<file path="src/rtl/puf_pkg.sv">
`default_nettype none
// +------------------------------------------------------------------------+
// | Module : puf_pkg                                                       |
// | Brief  : Shared widths and FSM state encoding for the PUF sequencer.   |
// | Rev    : 1.0                                                           |
// +------------------------------------------------------------------------+
package puf_pkg;
  localparam int CHAL_W = 128;
  localparam int RESP_W = 16;
  localparam int VOTE_W = 8;

  typedef enum logic [2:0] {
    ST_IDLE   = 3'd0,
    ST_ARM    = 3'd1,
    ST_FIRE   = 3'd2,
    ST_SAMPLE = 3'd3,
    ST_DONE   = 3'd4
  } state_e;
endpackage
`default_nettype wire

</file>
<file path="src/rtl/puf_eval_controller_if.sv">
`default_nettype none
// +------------------------------------------------------------------------+
// | Module : puf_eval_controller_if                                        |
// | Brief  : Host handshake and PUF array signals of the sequencer.        |
// | Rev    : 1.0                                                           |
// +------------------------------------------------------------------------+
interface puf_eval_controller_if;
  import puf_pkg::*;

  logic              start;
  logic [CHAL_W-1:0] challenge_in;
  logic [RESP_W-1:0] a_in;
  logic [RESP_W-1:0] b_in;
  logic              busy;
  logic              done;
  logic [RESP_W-1:0] response_out;
  logic [RESP_W-1:0] stable_mask;
  logic [CHAL_W-1:0] puf_challenge;
  logic [RESP_W-1:0] puf_a;
  logic [RESP_W-1:0] puf_b;
  logic              puf_trigger;
  logic              puf_reset;
  logic [RESP_W-1:0] puf_response;

  // The sequencer is the slave of the host handshake.
  modport slave (
    input  start, challenge_in, a_in, b_in, puf_response,
    output busy, done, response_out, stable_mask,
           puf_challenge, puf_a, puf_b, puf_trigger, puf_reset
  );

  modport master (
    output start, challenge_in, a_in, b_in, puf_response,
    input  busy, done, response_out, stable_mask,
           puf_challenge, puf_a, puf_b, puf_trigger, puf_reset
  );
endinterface
`default_nettype wire

</file>
<file path="src/rtl/puf_resp_sync.sv">
`default_nettype none
// +------------------------------------------------------------------------+
// | Module : puf_resp_sync                                                 |
// | Brief  : Two-flop synchronizer for the asynchronous arbiter outputs.   |
// | Rev    : 1.0                                                           |
// +------------------------------------------------------------------------+
module puf_resp_sync #(
  parameter int WIDTH = 16
) (
  input  logic             clk,
  input  logic             reset,
  input  logic [WIDTH-1:0] d_i,
  output logic [WIDTH-1:0] q_o
);
  logic [WIDTH-1:0] meta_q;
  logic [WIDTH-1:0] sync_q;

  always_ff @(posedge clk) begin
    if (reset) begin
      meta_q <= '0;
      sync_q <= '0;
    end else begin
      meta_q <= d_i;
      sync_q <= meta_q;
    end
  end

  assign q_o = sync_q;
endmodule
`default_nettype wire

</file>
<file path="src/rtl/puf_eval_controller.sv">
`default_nettype none
// +------------------------------------------------------------------------+
// | Module : puf_eval_controller                                           |
// | Brief  : Repeats PUF evaluations and majority-votes each response bit. |
// | Rev    : 1.0                                                           |
// +------------------------------------------------------------------------+
module puf_eval_controller
  import puf_pkg::*;
#(
  parameter int NUM_EVAL      = 15,
  parameter int RESET_CYCLES  = 4,
  parameter int SETTLE_CYCLES = 8
) (
  input  logic                  clk,
  input  logic                  reset,
  puf_eval_controller_if.slave  bus
);
  localparam int PH_MAX = (RESET_CYCLES > SETTLE_CYCLES) ? RESET_CYCLES : SETTLE_CYCLES;
  localparam int PH_W   = (PH_MAX > 1) ? $clog2(PH_MAX) : 1;
  localparam logic [PH_W-1:0]   PH_RESET  = PH_W'(RESET_CYCLES - 1);
  localparam logic [PH_W-1:0]   PH_SETTLE = PH_W'(SETTLE_CYCLES - 1);
  localparam logic [VOTE_W-1:0] LAST_EVAL = VOTE_W'(NUM_EVAL - 1);
  localparam logic [VOTE_W-1:0] HALF      = VOTE_W'(NUM_EVAL / 2);
  localparam logic [VOTE_W-1:0] ALL_ONES  = VOTE_W'(NUM_EVAL);

  state_e            state_q;
  logic [PH_W-1:0]   phase_q;
  logic [VOTE_W-1:0] eval_q;
  logic [VOTE_W-1:0] vote_q [RESP_W];
  logic [VOTE_W-1:0] vote_d [RESP_W];
  logic [RESP_W-1:0] resp_d;
  logic [RESP_W-1:0] mask_d;
  logic [RESP_W-1:0] resp_s;

  logic              busy_q;
  logic              done_q;
  logic [RESP_W-1:0] resp_q;
  logic [RESP_W-1:0] mask_q;
  logic              trig_q;
  logic              prst_q;
  logic [CHAL_W-1:0] chal_q;
  logic [RESP_W-1:0] a_q;
  logic [RESP_W-1:0] b_q;

  puf_resp_sync #(.WIDTH(RESP_W)) u_sync (
    .clk   (clk),
    .reset (reset),
    .d_i   (bus.puf_response),
    .q_o   (resp_s)
  );

  // Vote including the current sample, so DONE can present the final result.
  always_comb begin
    for (int i = 0; i < RESP_W; i++) begin
      vote_d[i] = vote_q[i] + VOTE_W'(resp_s[i]);
      resp_d[i] = (vote_d[i] > HALF);
      mask_d[i] = (vote_d[i] == '0) || (vote_d[i] == ALL_ONES);
    end
  end

  always_ff @(posedge clk) begin
    if (reset) begin
      state_q <= ST_IDLE;
      phase_q <= '0;
      eval_q  <= '0;
      busy_q  <= 1'b0;
      done_q  <= 1'b0;
      resp_q  <= '0;
      mask_q  <= '0;
      trig_q  <= 1'b0;
      prst_q  <= 1'b1;
      chal_q  <= '0;
      a_q     <= '0;
      b_q     <= '0;
      for (int i = 0; i < RESP_W; i++) vote_q[i] <= '0;
    end else begin
      done_q <= 1'b0;
      case (state_q)
        ST_IDLE: begin
          prst_q <= 1'b1;
          trig_q <= 1'b0;
          if (bus.start) begin
            chal_q  <= bus.challenge_in;
            a_q     <= bus.a_in;
            b_q     <= bus.b_in;
            eval_q  <= '0;
            phase_q <= PH_RESET;
            busy_q  <= 1'b1;
            state_q <= ST_ARM;
            for (int i = 0; i < RESP_W; i++) vote_q[i] <= '0;
          end
        end
        ST_ARM: begin
          if (phase_q == '0) begin
            prst_q  <= 1'b0;
            trig_q  <= 1'b1;
            phase_q <= PH_SETTLE;
            state_q <= ST_FIRE;
          end else begin
            phase_q <= phase_q - PH_W'(1);
          end
        end
        ST_FIRE: begin
          if (phase_q == '0) state_q <= ST_SAMPLE;
          else               phase_q <= phase_q - PH_W'(1);
        end
        ST_SAMPLE: begin
          for (int i = 0; i < RESP_W; i++) vote_q[i] <= vote_d[i];
          trig_q <= 1'b0;
          prst_q <= 1'b1;
          if (eval_q == LAST_EVAL) begin
            busy_q  <= 1'b0;
            done_q  <= 1'b1;
            resp_q  <= resp_d;
            mask_q  <= mask_d;
            state_q <= ST_DONE;
          end else begin
            eval_q  <= eval_q + VOTE_W'(1);
            phase_q <= PH_RESET;
            state_q <= ST_ARM;
          end
        end
        ST_DONE: state_q <= ST_IDLE;
        default: state_q <= ST_IDLE;
      endcase
    end
  end

  assign bus.busy          = busy_q;
  assign bus.done          = done_q;
  assign bus.response_out  = resp_q;
  assign bus.stable_mask   = mask_q;
  assign bus.puf_trigger   = trig_q;
  assign bus.puf_reset     = prst_q;
  assign bus.puf_challenge = chal_q;
  assign bus.puf_a         = a_q;
  assign bus.puf_b         = b_q;
endmodule
`default_nettype wire
</file>
<file path="src/flat_wrapper.sv">
// flat-port wrapper written by rule: the top's interface ports become plain ports
module puf_eval_controller_flat import puf_pkg::*;
#(
  parameter int NUM_EVAL      = 15,
  parameter int RESET_CYCLES  = 4,
  parameter int SETTLE_CYCLES = 8
)
  (clk, reset, bus_start, bus_challenge_in, bus_a_in, bus_b_in, bus_puf_response, bus_busy, bus_done, bus_response_out, bus_stable_mask, bus_puf_challenge, bus_puf_a, bus_puf_b, bus_puf_trigger, bus_puf_reset);
  puf_eval_controller_if bus_i ();
  input  logic clk;
  input  logic reset;
  input wire logic [$bits(bus_i.start)-1:0] bus_start;
  input wire logic [$bits(bus_i.challenge_in)-1:0] bus_challenge_in;
  input wire logic [$bits(bus_i.a_in)-1:0] bus_a_in;
  input wire logic [$bits(bus_i.b_in)-1:0] bus_b_in;
  input wire logic [$bits(bus_i.puf_response)-1:0] bus_puf_response;
  output wire logic [$bits(bus_i.busy)-1:0] bus_busy;
  output wire logic [$bits(bus_i.done)-1:0] bus_done;
  output wire logic [$bits(bus_i.response_out)-1:0] bus_response_out;
  output wire logic [$bits(bus_i.stable_mask)-1:0] bus_stable_mask;
  output wire logic [$bits(bus_i.puf_challenge)-1:0] bus_puf_challenge;
  output wire logic [$bits(bus_i.puf_a)-1:0] bus_puf_a;
  output wire logic [$bits(bus_i.puf_b)-1:0] bus_puf_b;
  output wire logic [$bits(bus_i.puf_trigger)-1:0] bus_puf_trigger;
  output wire logic [$bits(bus_i.puf_reset)-1:0] bus_puf_reset;
  assign bus_i.start = bus_start;
  assign bus_i.challenge_in = bus_challenge_in;
  assign bus_i.a_in = bus_a_in;
  assign bus_i.b_in = bus_b_in;
  assign bus_i.puf_response = bus_puf_response;
  assign bus_busy = bus_i.busy;
  assign bus_done = bus_i.done;
  assign bus_response_out = bus_i.response_out;
  assign bus_stable_mask = bus_i.stable_mask;
  assign bus_puf_challenge = bus_i.puf_challenge;
  assign bus_puf_a = bus_i.puf_a;
  assign bus_puf_b = bus_i.puf_b;
  assign bus_puf_trigger = bus_i.puf_trigger;
  assign bus_puf_reset = bus_i.puf_reset;
  puf_eval_controller #(.NUM_EVAL(NUM_EVAL), .RESET_CYCLES(RESET_CYCLES), .SETTLE_CYCLES(SETTLE_CYCLES)) u_core (.clk(clk), .reset(reset), .bus(bus_i));
endmodule
</file>
<file path="config.mk">
export PLATFORM = sky130hd
export DESIGN_NAME = puf_eval_controller_flat
export DESIGN_NICKNAME = d
export VERILOG_FILES = /design/src/rtl/puf_pkg.sv /design/src/rtl/puf_eval_controller_if.sv /design/src/rtl/puf_resp_sync.sv /design/src/rtl/puf_eval_controller.sv /design/src/flat_wrapper.sv
export SDC_FILE = /design/constraint.sdc
export NUM_CORES = 1
export LEC_CHECK = 0
export CAP_MARGIN = 20
export CELL_PAD_IN_SITES_DETAIL_PLACEMENT = 1
export CELL_PAD_IN_SITES_GLOBAL_PLACEMENT = 1
export CORE_MARGIN = 4
export CORE_UTILIZATION = 37
export CTS_CLUSTER_DIAMETER = 80
export DETAILED_ROUTE_END_ITERATION = 12
export GPL_ROUTABILITY_DRIVEN = 0
export HOLD_SLACK_MARGIN = 0.05
export PLACE_DENSITY = 0.87
export SLEW_MARGIN = 20
export SYNTH_ARGS = -nofsm -noshare
export SYNTH_HDL_FRONTEND = slang
export SYNTH_SLANG_ARGS = --single-unit
</file>
<file path="constraint.sdc">
create_clock -name clk -period 4.09 [get_ports clk]
set_clock_uncertainty 0.05 [all_clocks]
set_input_delay 0.818 -clock clk [delete_from_list [all_inputs] [get_ports clk]]
set_output_delay 0.818 -clock clk [all_outputs]
set_load 0.005 [all_outputs]
</file>
==> results.md, run 1 <==
- Initial DRC Count: 645
- Status: finished, final reports clean
- Sum Neg Setup Slack: 0 ns
- Remaining DRCs: 0
- Crit path launch type: flop
- Hold Vio Cnt, Final: 0
- Max Clk Rate: 364 MHz
- GRT Util Overall: 21.8%
- Most frequent cells in the layout: nand2_1 (389), clkdlybuf4s50_1 (373), dfxtp_1 (250)
- Core area: 0.0419 sq mm
- Share of layout cells above drive strength 1: 4.87%
- Average routed wire per standard cell: 19.8 microns
- Seq cells post-synth: 370
- Critical path's largest stage delay: 0.76 ns
- VDD IR max: 0.339 mV
- Final wirelength: 51600 microns
- Die H: 214 microns
- Hold path depth: 1
- Cell count after synthesis: 1697
- Clock latency on the worst-skew pair: 0.57 ns
- Initial Utilization: 37.4%
- Slowest cell on crit path: or3_1
- Crit path DAT: 3.20 ns
- Synth Warn #: 0
- Final setup vio count: 0
- Total Die Area: 0.0456 sq mm
- Worst min path class: flop to flop
- Drt pass-1 iters: 5
- Number of global-route vias before repair: 14700
- H-tree depth: 2
- Cts hold-fix bufs: 0
- Final net count: 2254
- Post-CTS resize count: 0
- CTS tree: built
- R2R depth: 4
- Final cycle utilization of the critical path: 67.2%
- Most common cell after layout, fill and taps aside: nand2_1
- Final ANT Viol Nets: 0
- FP Rows: 75
- Final slew viol count: 0
- Largest net degree at the start of global routing: 162
- Sink Count: 370
- Number of diodes: 0
- Max-Cap Viols: 0
- Crit path time final: 2.75 ns
- CTS buffer count: 43
- GR Overflow Total: 0
- Lkg Pwr: 7.74 nW
- Post-synth net total: 1912
- Avg Synthesized Cell Area: 9.22 sq um
- Register area share after synthesis: 55.0%
- CP required: 4.54 ns
- Area of the mapped netlist: 0.0156 sq mm
- Post-synth EDFFs: 120
- RSZ-0062 raised after global routing: no
- Number of setup buffers added after CTS: 0
- Reg clk slew, reported paths: 0.06 ns
- Synth cell types: 58
- Power Density: 442 mW/mm^2
- Clk root buf: clkbuf_16
- Worst Setup Path Type: flop to flop
- Syn-to-layout area delta: 35.9%
- Port-buffer cells: 374
- Final HPWL DP: 35600 microns
- Clock buffer depth: 3
- Via/cell ratio: 5.25
- Initial antenna violation count: 5
- First-pass GRT wire length: 79700 microns
- Synth Flop Type: dfxtp_1
- Rel. slew slack: 32.8%
- CP Cell Sequence: nand3b_1 -> or3_1 -> or4_1 -> a21oi_1
- Vias: 13700
- Die X: 214 microns
- CP endpoint kind: flop
- Measured slew at the worst slew-check pin: 1.01 ns
- Num ports: 375
- Fillers: 4677
- Tot Pwr: 9.39 mW
- Worst-path fanout max: 13
- Ys async rst share: 0%
[routing by layer]
metal	track usage (%)	share of wire, %
met4	8.74	3.8
met2	39.0	51
met5	0	0.074
met1	23.9	37
met3	7.34	7.9
[registers in the layout, indices dropped and copies added (netlist names)]
register	flops
u_core.eval_q	8
u_core.bus.stable_mask	16
u_core.bus.puf_trigger	1
u_core.u_sync.meta_q	16
u_core.bus.response_out	16
u_core.bus.puf_challenge	128
u_core.bus.puf_reset	1
u_core.vote_q	128
u_core.u_sync.q_o	16
u_core.state_q	3
u_core.bus.puf_b	16
u_core.phase_q	3
u_core.bus.busy	1
u_core.bus.puf_a	16
u_core.bus.done	1
[metrics by stage]
step / utilization, % / std cells / hold slack, ns / instance area (sq um) / worst slack (ns)
6_report: 50.8 / 2612 / 0.392 / 21300 / 1.34
5_1_grt: 50.8 / 2612 / 0.410 / 21300 / 1.09
4_1_cts: 50.8 / 2612 / 0.399 / 21300 / 1.30
3_5_place_dp: 47.5 / 2533 / 0.381 / 19900 / 0.979
3_3_place_gp: 47.5 / 2533 / 0.374 / 19900 / 1.04
2_1_floorplan: - / 1697 / 0.364 / 15600 / 0.369
[synthesized netlist by cell type, drive strengths merged, types with 6 or more instances]
library cell	count	area share [%]
edfxtp	120	23
nor3	32	1.1
buf	10	0.30
nor2b	34	1.4
ha	36	2.9
nor4	8	0.32
a21oi	183	5.9
nand3	63	2.0
nand4	22	0.88
inv	15	0.36
o21ai	31	0.99
xor2	64	3.6
and4	6	0.34
a311oi	15	0.84
xnor2	32	1.8
or3	13	0.52
o22ai	6	0.24
and3	20	0.80
clkbuf	84	2.0
dfxtp	250	32
and2	41	1.6
mux2i	9	0.58
nand2	389	9.3
nor2	139	3.3
a211oi	7	0.34
a32o	11	0.70
[worst max-delay path, delay by kind of cell (launching register included)]
family             cells  cell delay, ns
DFF                    1            0.56
AOI/OAI and AO/OA      1            0.14
and+or+nand+nor        3            1.92
[final timing paths]
kind	from	endpoint	slack [ns]
min	u_core.u_sync.meta_q[13]	u_core.u_sync.q_o[13]	0.39
max	u_core.state_q[1]	u_core.bus.stable_mask[0]	1.34
max reg2reg	u_core.state_q[1]	u_core.bus.stable_mask[0]	1.34
min reg2reg	u_core.u_sync.meta_q[13]	u_core.u_sync.q_o[13]	0.39
[area by class of cell]
class                   instances  area (sq um)  share of cell area [%]
flip-flops and latches        370          8610                    40.5
multi-input cells            1218          6660                    31.3
repair buffers                391          3900                    18.3
clock buffers                  62          1230                    5.77
well taps                     539           674                    3.17
clock inverters                17           153                   0.718
inverters                      15          56.3                   0.265
[cell families (layout without fill, tap and decap cells)]
group	Yosys count	in the layout	share of synthesized area [%]
AND/OR/NAND/NOR	788	788	22.6
XOR/XNOR	96	96	5.37
flip-flops	370	370	55.0
adder cells (fa/ha/maj)	36	36	2.88
buffers and inverters	109	485	2.67
multiplexers	10	10	0.648
AO/OA/AOI/OAI	288	288	10.8
[report_power, final]
group / internal, mW / switching [mW] / total [mW]
clock: 2.22 / 1.59 / 3.81
combinational: 0.617 / 0.676 / 1.29
sequential: 4.08 / 0.214 / 4.29
Note: power is estimated with default switching activity, not from simulation.
==> run 2: changes to the inputs <==
--- a/config.mk
+++ b/config.mk
@@ -9,12 +9,12 @@
 export CELL_PAD_IN_SITES_DETAIL_PLACEMENT = 1
 export CELL_PAD_IN_SITES_GLOBAL_PLACEMENT = 1
 export CORE_MARGIN = 4
-export CORE_UTILIZATION = 37
+export CORE_UTILIZATION = 34
 export CTS_CLUSTER_DIAMETER = 80
 export DETAILED_ROUTE_END_ITERATION = 12
 export GPL_ROUTABILITY_DRIVEN = 0
 export HOLD_SLACK_MARGIN = 0.05
-export PLACE_DENSITY = 0.87
+export PLACE_DENSITY = 0.85
 export SLEW_MARGIN = 20
 export SYNTH_ARGS = -nofsm -noshare
 export SYNTH_HDL_FRONTEND = slang
==> constraint.sdc (replaced) <==
create_clock -name clk -period 2.4 [get_ports clk]
set_clock_uncertainty 0.05 [all_clocks]
set_input_delay 0.48 -clock clk [delete_from_list [all_inputs] [get_ports clk]]
set_output_delay 0.48 -clock clk [all_outputs]
set_load 0.005 [all_outputs]
==> run 2 against run 1 <==
  * Highest routed layer unchanged
  * Combinational power up 81%
  * Fmax up 21%
  * Core utilization shrank 3.0 points
  * Flip-flop and latch count unchanged
  * Cell count rose by 3.1%
  * Total power grew 75%
  * Wire length grew 2.2%
  * Non-clock buffer count rose by 19
  * Hold slack got worse by 0.21 ns
  * Sequential share of layout area is 0.90 points lower
  * Via count rose by 1.1%
  * Register-to-register slack lost 1.2 ns
==> results.md, run 2 (synthesis results as in run 1) <==
- Status: finished, final reports clean
- First-pass GRT wire length: 83800 microns (+5.2%)
- Power Density: 755 mW/mm^2 (+71%)
- Average routed wire per standard cell: 19.6 microns (-0.91%)
- CP endpoint kind: flop
- Total Die Area: 0.0495 sq mm (+8.5%)
- Share of layout cells above drive strength 1: 6.11% (+1.2 points)
- CTS buffer count: 44 (+2.3%)
- Final Cell Area: 0.0218 sq mm (+2.3%)
- Lkg Pwr: 7.95 nW (+2.6%)
- Final HPWL DP: 36700 microns (+3.1%)
- Sink Count: 370 (unchanged)
- CP required: 2.83 ns (-1.71 ns)
- Slowest cell on crit path: or4_4
- FP Rows: 78 (+4.0%)
- Largest net degree at the start of global routing: 103 (-36%)
- Worst-path fanout max: 8 (-5)
- CTS tree: built
- VDD IR max: 0.539 mV (+59%)
- Fillers: 5172 (+11%)
- Initial antenna violation count: 4 (-1)
- Critical path's largest stage delay: 0.58 ns (-0.18 ns)
- Most common cell after layout, fill and taps aside: nand2_1
- Post-CTS resize count: 0 (unchanged)
- Crit path time final: 2.28 ns (-0.469 ns)
- Vias: 13900 (+1.1%)
- Clock latency on the worst-skew pair: 0.58 ns (about the same)
- Area post-placement: 0.0203 sq mm (+1.9%)
- Most frequent cells in the layout: nand2_1 (389), clkdlybuf4s50_1 (373), dfxtp_1 (250)
- Max Clk Rate: 439 MHz (+21%)
- Remaining DRCs: 0 (unchanged)
- Worst Setup Path Type: flop to flop
- Final cycle utilization of the critical path: 95.0% (+28 points)
- Final slew viol count: 0 (unchanged)
- Core area: 0.0455 sq mm (+8.7%)
- Crit path launch type: flop
- Initial DRC Count: 680 (+5.4%)
- CP Cell Sequence: or4_4 -> or3_1 -> buf_4 -> a2111oi_0 -> o21ai_0 -> o21ai_0
- Place WS: 0.0879 ns (-0.891 ns)
- Number of global-route vias before repair: 15200 (+3.4%)
- Worst hold slack: 0.186 ns (-0.205 ns)
- Rel. slew slack: 56.1% (+23 points)
- Placed insts: 2613 (+3.2%)
- Cts hold-fix bufs: 0 (unchanged)
- Final net count: 2274 (+0.89%)
- Final ANT Viol Nets: 0 (unchanged)
- Via/cell ratio: 5.15 (-1.9%)
- Final Util: 47.8% (-3.0 points)
- Die H: 223 microns (+4.2%)
- Port-buffer cells: 374 (unchanged)
- H-tree depth: 2 (unchanged)
- Number of diodes: 0 (unchanged)
- Reg clk slew, reported paths: 0.06 ns (about the same)
- Number of setup buffers added after CTS: 0 (unchanged)
- Die X: 223 microns (+4.2%)
- Crit path DAT: 2.71 ns (-0.49 ns)
- Final wirelength: 52700 microns (+2.2%)
- Max-Cap Viols: 0 (unchanged)
- Worst min path class: input port to flop
- Clock buffer depth: 3 (unchanged)
- GRT Util Overall: 20.8% (-1.0 points)
- RSZ-0062 raised after global routing: no
- Syn-to-layout area delta: 39.0%
- Hold Vio Cnt, Final: 0 (unchanged)
- Clk root buf: clkbuf_16
- CP most frequent cell: o21ai_0
- GR Overflow Total: 0 (unchanged)
- Num ports: 375 (unchanged)
- Layout Cells excl Fill: 2694 (+3.1%)
- Final setup vio count: 0 (unchanged)
- Measured slew at the worst slew-check pin: 0.659 ns (-0.349 ns)
- Post-route setup slack: 0.121 ns (-1.22 ns)
- Initial Utilization: 34.4% (-3.0 points)
- Drt pass-1 iters: 5 (unchanged)
run 2: metal layers:
metal  vias to the layer above  global-route usage [%]  wire (microns)  part of all wire (%)
met4                         6                    7.91            1840                   3.5
li1                       6559                       -               -                     -
met5                         -                       0              45                 0.085
met3                        96                    6.94            4050                   7.7
met1                      6852                    22.2           19500                    37
met2                       356                    37.9           27300                    52
run 2: path summary, 6_finish.rpt:
| check | startpoint | end | slack (ns) | cells past startpoint |
|---|---|---|---|---|
| max | u_core.eval_q[5] | u_core.bus.stable_mask[10] | 0.12 | 6 |
| min | reset | u_core.state_q[1] | 0.19 | 3 |
| max reg2reg | u_core.eval_q[5] | u_core.bus.stable_mask[10] | 0.12 | 6 |
| min reg2reg | u_core.u_sync.meta_q[2] | u_core.u_sync.q_o[2] | 0.39 | 1 |
run 2: power breakdown:
| part | switching (mW) | internal (mW) | total (mW) |
|---|---|---|---|
| registers | 0.357 | 6.95 | 7.31 |
| clock network | 2.75 | 4.02 | 6.77 |
| logic | 1.19 | 1.14 | 2.33 |
run 2: cell type report:
class	instances	area (sq um)	share of cell area [%]
Sequential cell	370	8610	39.6
Tap cell	600	751	3.45
Timing Repair Buffer	410	4200	19.3
Inverter	15	56.3	0.259
Clock inverter	12	82.6	0.380
Multi-Input combinational cell	1218	6660	30.6
Clock buffer	69	1400	6.43
run 2: metrics by stage:
step           total power [mW]  setup TNS (ns)
2_1_floorplan              8.40          -35.36
3_3_place_gp               9.62               0
3_5_place_dp               9.75               0
4_1_cts                    16.6               0
5_1_grt                    17.1               0
6_report                   16.4               0
run 2: critical path, delay by kind of cell (launching register included):
| family | cells | cell delay [ns] |
|---|---|---|
| flops | 1 | 0.36 |
| compound gates | 3 | 0.52 |
| simple gates | 2 | 1.02 |
| buf+inv | 1 | 0.22 |
